===== src/rtl/loop_seq_pkg.sv =====
`default_nettype none
// ============================================================================
// Module      : loop_seq_pkg
// Description : Shared types and constants for the loop job sequencer.
//               Contains the sequencer state encoding, the default operand
//               width and the number of cycles the kernel reset is held
//               after a timeout abort.
// Revision    : 1.0 - initial release
// ============================================================================
package loop_seq_pkg;

    localparam int c_DATA_W       = 10;
    localparam int c_K_RST_CYCLES = 2;

    typedef enum logic [2:0] {
        IDLE  = 3'd0,
        ISSUE = 3'd1,
        WAIT  = 3'd2,
        ABORT = 3'd3,
        OUT   = 3'd4
    } state_t;

endpackage : loop_seq_pkg
`default_nettype wire


===== src/rtl/job_fifo.sv =====
`default_nettype none
// ============================================================================
// Module      : job_fifo
// Description : Synchronous FIFO holding pending kernel operands.
//               Pointers carry one extra wrap bit; full and empty are
//               registered so the ready path seen upstream is a flop.
// Ports       : clk, rst       - clock, synchronous active-high reset
//               i_push/i_wr_data - write strobe and data (caller keeps !full)
//               i_pop          - read strobe (caller keeps !empty)
//               o_rd_data      - current head entry
//               o_full/o_empty - registered status flags
// Revision    : 1.0 - initial release
// ============================================================================
module job_fifo #(
    parameter int DEPTH  = 4,
    parameter int DATA_W = 10
) (
    input  logic              clk,
    input  logic              rst,
    input  logic              i_push,
    input  logic [DATA_W-1:0] i_wr_data,
    input  logic              i_pop,
    output logic [DATA_W-1:0] o_rd_data,
    output logic              o_full,
    output logic              o_empty
);

    localparam int           c_AW         = $clog2(DEPTH);
    localparam logic [c_AW:0] c_FULL_LEVEL = (c_AW + 1)'(DEPTH);

    logic [DATA_W-1:0] r_mem [DEPTH];
    logic [c_AW:0]     r_wr_ptr;
    logic [c_AW:0]     r_rd_ptr;
    logic              r_full;
    logic              r_empty;
    logic [c_AW:0]     w_wr_next;
    logic [c_AW:0]     w_rd_next;
    logic [c_AW:0]     w_level_next;

    assign w_wr_next    = r_wr_ptr + {{c_AW{1'b0}}, i_push};
    assign w_rd_next    = r_rd_ptr + {{c_AW{1'b0}}, i_pop};
    // Occupancy after this cycle's push/pop; the extra pointer bit makes
    // the subtraction unambiguous between full and empty.
    assign w_level_next = w_wr_next - w_rd_next;

    always_ff @(posedge clk) begin
        if (rst) begin
            r_wr_ptr <= '0;
            r_rd_ptr <= '0;
            r_full   <= 1'b0;
            r_empty  <= 1'b1;
        end else begin
            r_wr_ptr <= w_wr_next;
            r_rd_ptr <= w_rd_next;
            r_full   <= (w_level_next == c_FULL_LEVEL);
            r_empty  <= (w_level_next == '0);
        end
    end

    always_ff @(posedge clk) begin
        if (i_push) begin
            r_mem[r_wr_ptr[c_AW-1:0]] <= i_wr_data;
        end
    end

    assign o_rd_data = r_mem[r_rd_ptr[c_AW-1:0]];
    assign o_full    = r_full;
    assign o_empty   = r_empty;

endmodule : job_fifo
`default_nettype wire


===== src/rtl/loop_job_sequencer.sv =====
`default_nettype none
// ============================================================================
// Module      : loop_job_sequencer
// Description : Streams operands into the simple-loop kernel one job at a
//               time and returns each kernel result, in job order, on a
//               valid/ready result port.
//               Optional feature macro: LOOP_SEQ_TIMEOUT_EN adds a WAIT
//               timeout that pulses the kernel reset and returns an error
//               result (out_data=0, out_err=1).
// Ports       : clk, rst                  - clock, sync active-high reset
//               in_valid/in_ready/in_n    - job operand stream
//               k_n/k_go/k_rst            - kernel controls
//               k_result/k_result_valid   - kernel result
//               out_valid/out_ready       - result handshake
//               out_data/out_err          - result payload, abort flag
// Revision    : 1.0 - initial release
// ============================================================================
module loop_job_sequencer
    import loop_seq_pkg::*;
#(
    parameter int DATA_W  = c_DATA_W,
    parameter int DEPTH   = 4,
    parameter int TIMEOUT = 1023
) (
    input  logic              clk,
    input  logic              rst,
    input  logic              in_valid,
    output logic              in_ready,
    input  logic [DATA_W-1:0] in_n,
    output logic [DATA_W-1:0] k_n,
    output logic              k_go,
    output logic              k_rst,
    input  logic [DATA_W-1:0] k_result,
    input  logic              k_result_valid,
    output logic              out_valid,
    input  logic              out_ready,
    output logic [DATA_W-1:0] out_data,
    output logic              out_err
);

    state_t            r_state;
    logic [DATA_W-1:0] r_k_n;
    logic              r_k_go;
    logic              r_wait_first;
    logic              r_out_valid;
    logic [DATA_W-1:0] r_out_data;

    logic              w_fifo_full;
    logic              w_fifo_empty;
    logic [DATA_W-1:0] w_head;
    logic              w_push;
    logic              w_pop;

`ifdef LOOP_SEQ_TIMEOUT_EN
    localparam int                 c_TW          = $clog2(TIMEOUT + 1);
    localparam logic [c_TW-1:0]    c_TIMEOUT_VAL = c_TW'(TIMEOUT);
    localparam int                 c_ACW         = (c_K_RST_CYCLES > 1) ? $clog2(c_K_RST_CYCLES) : 1;
    localparam logic [c_ACW-1:0]   c_ABORT_LAST  = c_ACW'(c_K_RST_CYCLES - 1);

    logic [c_TW-1:0]  r_timer;
    logic [c_ACW-1:0] r_abort_cnt;
    logic             r_k_rst;
    logic             r_out_err;
`endif

    assign w_push = in_valid & ~w_fifo_full;
    // Head is consumed on the IDLE->ISSUE transition.
    assign w_pop  = (r_state == IDLE) & ~w_fifo_empty;

    job_fifo #(
        .DEPTH  (DEPTH),
        .DATA_W (DATA_W)
    ) u_job_fifo (
        .clk       (clk),
        .rst       (rst),
        .i_push    (w_push),
        .i_wr_data (in_n),
        .i_pop     (w_pop),
        .o_rd_data (w_head),
        .o_full    (w_fifo_full),
        .o_empty   (w_fifo_empty)
    );

    always_ff @(posedge clk) begin
        if (rst) begin
            r_state      <= IDLE;
            r_k_n        <= '0;
            r_k_go       <= 1'b0;
            r_wait_first <= 1'b0;
            r_out_valid  <= 1'b0;
            r_out_data   <= '0;
`ifdef LOOP_SEQ_TIMEOUT_EN
            r_timer      <= '0;
            r_abort_cnt  <= '0;
            r_k_rst      <= 1'b0;
            r_out_err    <= 1'b0;
`endif
        end else begin
            case (r_state)
                IDLE: begin
                    if (!w_fifo_empty) begin
                        r_k_n   <= w_head;
                        r_k_go  <= 1'b1;
                        r_state <= ISSUE;
                    end
                end
                ISSUE: begin
                    r_k_go       <= 1'b0;
                    // The kernel may still present the previous job's
                    // result_valid during the first WAIT cycle.
                    r_wait_first <= 1'b1;
`ifdef LOOP_SEQ_TIMEOUT_EN
                    r_timer      <= '0;
`endif
                    r_state      <= WAIT;
                end
                WAIT: begin
                    r_wait_first <= 1'b0;
                    if (!r_wait_first && k_result_valid) begin
                        r_out_data  <= k_result;
                        r_out_valid <= 1'b1;
`ifdef LOOP_SEQ_TIMEOUT_EN
                        r_out_err   <= 1'b0;
`endif
                        r_state     <= OUT;
                    end
`ifdef LOOP_SEQ_TIMEOUT_EN
                    else if (r_timer == c_TIMEOUT_VAL) begin
                        r_k_rst     <= 1'b1;
                        r_abort_cnt <= '0;
                        r_state     <= ABORT;
                    end else begin
                        r_timer <= r_timer + 1'b1;
                    end
`endif
                end
`ifdef LOOP_SEQ_TIMEOUT_EN
                ABORT: begin
                    if (r_abort_cnt == c_ABORT_LAST) begin
                        r_k_rst     <= 1'b0;
                        r_out_data  <= '0;
                        r_out_err   <= 1'b1;
                        r_out_valid <= 1'b1;
                        r_state     <= OUT;
                    end else begin
                        r_abort_cnt <= r_abort_cnt + 1'b1;
                    end
                end
`endif
                OUT: begin
                    if (out_ready) begin
                        r_out_valid <= 1'b0;
                        r_state     <= IDLE;
                    end
                end
                default: begin
                    r_state <= IDLE;
                end
            endcase
        end
    end

    assign in_ready  = ~w_fifo_full;
    assign k_n       = r_k_n;
    assign k_go      = r_k_go;
    assign out_valid = r_out_valid;
    assign out_data  = r_out_data;

`ifdef LOOP_SEQ_TIMEOUT_EN
    // Kernel reset follows rst directly, plus the abort recovery pulse.
    assign k_rst   = rst | r_k_rst;
    assign out_err = r_out_err;
`else
    assign k_rst   = rst;
    assign out_err = 1'b0;
`endif

endmodule : loop_job_sequencer
`default_nettype wire


===== config.mk =====
export PLATFORM = sky130hd
export DESIGN_NAME = loop_job_sequencer
export DESIGN_NICKNAME = d
export VERILOG_FILES = /design/src/rtl/loop_seq_pkg.sv /design/src/rtl/job_fifo.sv /design/src/rtl/loop_job_sequencer.sv
export SDC_FILE = /design/constraint.sdc
export NUM_CORES = 1
export LEC_CHECK = 0
export CAP_MARGIN = 10
export CORE_AREA = 2 2 110 112
export DETAILED_ROUTE_END_ITERATION = 7
export DIE_AREA = 0 0 112 114
export SKIP_CTS_REPAIR_TIMING = 1
export SYNTH_ARGS = -nofsm -noshare
export SYNTH_HDL_FRONTEND = slang
export SYNTH_SLANG_ARGS = --single-unit
export TNS_END_PERCENT = 1

===== constraint.sdc =====
create_clock -name clk -period 5.5 [get_ports clk]
set_clock_uncertainty 0.2 [all_clocks]
set_input_delay 0.825 -clock clk [delete_from_list [all_inputs] [get_ports clk]]
set_output_delay 0.825 -clock clk [all_outputs]
set_load 0.01 [all_outputs]

[Yosys cells after proc, flatten, opt, wreduce, memory -nomap -nowiden]
Memory sizes are Yosys's and may differ from the RTL's. A register that Yosys moved wholly into a read port is not among the register bits.
Cells that the tools add are included.
W data, S select, Z words.
Word-level totals
  flip-flop bits (word level): 24
  bits in writable memories: 40
  bits of input ports: 25
  memories kept: 1
  logic and storage cells: 48
Operators by class
  eq/ne operators: 7
  reduce and logical (&&, ||, !) cells: 12
  bitwise operators: 4
  multiplexer cells: 12
  add/subtract/negate cells: 3
Memory list
  u_job_fifo.r_mem: words 4, width 10, rd ports 1, clocked after Yosys merged registers in 1, write ports 1, RTL line job_fifo.sv:31  | logic [DATA_W-1:0] r_mem [DEPTH];
Operators with widths (number)
  $pmux W3 S4: 1
  $mux W3: 3
  $add A3 B1 Y3: 2
  $eq A3 B3 Y1 const B: 2
  $logic_not A3 Y1: 2
  $ne A2 B2 Y1 const B: 3
  $pmux W1 S2: 3
  $reduce_and A2 Y1: 3
  $reduce_and A3 Y1: 2
  $reduce_bool A2 Y1: 3
  $mux W1: 5
  $eq A3 B1 Y1 const B: 1
  $eq A3 B2 Y1 const B: 1
  $sub A3 B3 Y3: 1
  $and A1 B1 Y1: 2
  $not A1 Y1: 2
  $logic_and A1 B1 Y1: 1
  $logic_not A1 Y1: 1

[Depth between registers and ports, before layout]
  word-level depth: 5
  gate-level depth with buffers: 10
  depth with buffers taken out: 9

[Modules after synthesis]
Synthesis repeated with hierarchy kept, for this count alone.
Unflattened totals
  cells, all modules: 209
  area total of the unflattened synthesis: 2867.8 um^2
By module, submodules not included
  job_fifo: sequential area each 1361.3 um^2, area an instance 1800.5 um^2, instances 1, cells each 88
  loop_job_sequencer: sequential area each 520.5 um^2, area an instance 1067.3 um^2, instances 1, cells each 121

[Worst setup path after synthesis]
Ideal clock, no wire load.
  path type: input-to-reg
  from: in in_valid
  to: reg u_job_fifo.r_empty, in the netlist u_job_fifo.o_empty
  data arrival time: 2.358 ns
  slack: 2.825 ns
  stages on the path: 7
  path through: nor2b_1 ha_1 ha_1 ha_1 nor2b_1 xnor3_1 a31o_2
Between the ends
  word-level cells in the longest chain between the ends: 4
RTL lines
  start, declared: RTL line loop_job_sequencer.sv:27  | input logic in_valid,
  $and A1 B1 Y1: RTL line loop_job_sequencer.sv:66  | assign w_push = in_valid & ~w_fifo_full;
  $add A3 B1 Y3: RTL line job_fifo.sv:40  | assign w_wr_next = r_wr_ptr + {{c_AW{1'b0}}, i_push};
  net u_job_fifo.w_wr_next[1]: RTL line job_fifo.sv:36  | logic [c_AW:0] w_wr_next;
  $sub A3 B3 Y3: RTL line job_fifo.sv:44  | assign w_level_next = w_wr_next - w_rd_next;
  $logic_not A3 Y1: RTL line job_fifo.sv:56  | r_empty <= (w_level_next == '0);
  end signal, assigned: RTL line job_fifo.sv:56
  end, declared: RTL line job_fifo.sv:35  | logic r_empty;
The timed path passes the listed nets, and every way through them passes these cells.
A chain may end at the register's enable or synchronous reset.

[Final worst setup path]
  from: in rst
  to: out k_rst
RTL lines
  start, declared: RTL line loop_job_sequencer.sv:26  | input logic rst,
  end, declared: RTL line loop_job_sequencer.sv:32  | output logic k_rst,
No word-level cell between the ends.

==> impl_metrics.yaml <==
status:
  status: "completed"
synthesis:
  synth_area_leaders: "edfxtp_1 43%, dfxtp_1 24%, mux4_2 8.0%, a21oi_1 4.1%, nand2_1 3.2%"
  syn_avg_cell_area_sq_um: 13.4
  ys.flop_type: "edfxtp_1"
  syn_area_sq_um: 2820
  yosys.area.top_type_share_pct: 42.6
  synth_most_common_cell: "edfxtp_1"
  syn_nets: 242
  syn_inst: 211
  yosys.area.top_type: "edfxtp_1"
  ys_types: 33
  async_flop_share_pct: 0
  yosysSeqAreaShare_pct: 66.8
  synth_commonest_cells: "40 x edfxtp_1, 34 x dfxtp_1, 24 x nand2_1, 23 x a21oi_1"
  synth_edf_count: 40
  yosysWarnings: 0
  ys_ff_latch: 74
drt:
  drc: 0
  vias: 1712
  viasPerCell: 4.19
  drtIter0Drc: 79
  ant_nets: 0
  dr.pass1.iters: 4
  wl_per_cell_um: 13.6
  routed_wirelength_mm: 5.58
critical_path:
  slowest_delay_ns: 0.61
  cp_common_cell: "clkdlybuf4s50_1"
  startpoint_type: "input pin"
  path_max_fanout: 35
  timing.rr.end: "u_job_fifo.o_empty"
  reg2reg_depth: 9
  slowest_stage: "clkdlybuf4s50_1"
  cp.arrival_ns: 2.23
  critPathRequiredTime_ns: 4.47
  path_class: "input pin to output pin"
  worstSetupEndpointType: "output pin"
  reg2reg_slack_ns: 2.58
  rr_startpoint: "r_state[0]"
  cp_cell_sequence: "clkdlybuf4s50_1, buf_4, clkdlybuf4s50_1"
sta:
  tightest_slew_ns: 0.947
  final.setup.tns_ns: 0
  rsz0062_at_grt: "no"
  hold_violations: 0
  fmax_mhz: 307
  period_needed_ns: 3.25
  drv_slew: 0
  slew_headroom_pct: 36.7
  fin_crit_sh_pct: 59.1
  finalSetupViolations: 0
power:
  finalPower_mw: 1.66
  leakage_nw: 1.26
  ir_drop_uv: 161
  power.density_nw_per_um2: 447
cts:
  clock_latency_ns: 0.33
  clk_pin_slew_ns: 0.06
  clock_sinks: 74
  htreeDepth: 3
  cts-root-buf: "clkbuf_16"
  clockBufferDepth: 2
  cts_tree: "built"
  cts_buffers: 9
finish:
  layout-drive-gt1-share_pct: 12.6
  nFillCells: 1210
  n_antenna_cell: 0
  synthToLayoutAreaGrowth_pct: 31.9
  fin_nets: 288
global_routing:
  grt.total_usage_pct: 9.44
  grt_first_pass_wirelength_mm: 9.05
  grt-ovfl-total: 0
  grt_pass1_vias: 1731
  antenna_found_initial: 0
  grt_max_degree: 36
min_path:
  hold_end: "k_n[8]"
  worstHoldStart: "k_n[8]"
  hold_path_class: "flip-flop to flip-flop"
  hold_depth: 2
die:
  die_area_sq_um: 12800
  boundaryPins: 50
  die_w_um: 112
  core_region_area_sq_um: 11700
  die_y_um: 114
  initial_core_util_pct: 24.1
  num_rows: 40
run:
  maxCapViolCount: 0
placement:
  hpwl_mm: 3.73
  gp_congestion: 0.725
  io_buffers: 48
-- cell families after synthesis --
kind of cell    Yosys count  synth area share, %
compound gates           39                 7.42
xor+xnor                  3                 1.42
fa+ha+maj                 6                 2.66
buf+inv                  21                 3.51
flops                    74                 66.8
mux                      10                 7.99
other cells               1                0.133
simple gates             57                 10.1
-- report_power, final --
group | internal, mW | switching, mW
Sequential | 0.665 | 0.0683
Combinational | 0.195 | 0.164
Clock | 0.319 | 0.250
Total | 1.18 | 0.483
-- cell type report --
cell class                      count  area, sq um  share of cell area (%)
Sequential cell                    74         1880                    50.6
Multi-Input combinational cell    116          842                    22.7
Inverter                            7         27.5                   0.740
Clock buffer                        9          225                    6.06
Timing Repair Buffer               49          488                    13.1
Clock inverter                      7         68.8                    1.85
Tap cell                          147          184                    4.95
-- flip-flops by register name, indices dropped and copies added, names as in the netlist --
signal and cells:
u_job_fifo.r_mem 40, k_go 1, out_valid 1, out_data 10, r_wait_first 1, u_job_fifo.r_wr_ptr 3, u_job_fifo.r_rd_ptr 3, k_n 10
r_state 3, u_job_fifo.o_empty 1, u_job_fifo.o_full 1
-- per-stage QoR --
| step | std cells | util [%] | cell area (sq um) | setup WS, ns | hold slack, ns |
|---|---|---|---|---|---|
| after CTS | 409 | 31.7 | 3720 | 2.23 | 0.260 |
| final | 409 | 31.7 | 3720 | 2.25 | 0.255 |
| after floorplan | 211 | - | 2820 | 2.83 | 0.276 |
| after detailed placement | 393 | 29.2 | 3420 | 2.18 | 0.251 |
| after global placement | 393 | 29.2 | 3420 | 2.25 | 0.246 |
| after global routing | 409 | 31.7 | 3720 | 2.19 | 0.275 |
-- placed cells by master, fill, tap and decap left out, types with 2 or more instances in the layout --
cell type and n:
nor3_1 2, dfxtp_1 34, inv_6 2, ha_1 6, clkdlybuf4s50_1 48, xnor2_1 2
o21ai_0 11, nand3_1 11, a21oi_1 23, edfxtp_1 40, nor2_1 8, clkbuf_16 9
inv_8 3, mux4_2 10, a211oi_1 2, clkinv_4 2, nand2_1 24, nor2b_1 4
inv_1 6
-- critical path: cells and delay by family --
family,cells,cell delay (ns)
buffers and inverters,3,1.40
-- metal layers --
metal	global-route usage, %	wire [um]
met3	3.56	315
met1	10.6	2380
met5	0	0
met4	5.12	112
met2	15.6	2770
-- worst max path at each step --
stage / start / endpoint / slack (ns) / depth (start not counted)
floorplan: in_valid / u_job_fifo.o_empty / 2.83 / 7
global placement: rst / k_rst / 2.25 / 3
detailed placement: in_valid / u_job_fifo.o_empty / 2.18 / 8
CTS: rst / k_rst / 2.23 / 3
global route: rst / k_rst / 2.19 / 3
finish: rst / k_rst / 2.25 / 3
Note: power is estimated with default switching activity, not from simulation.
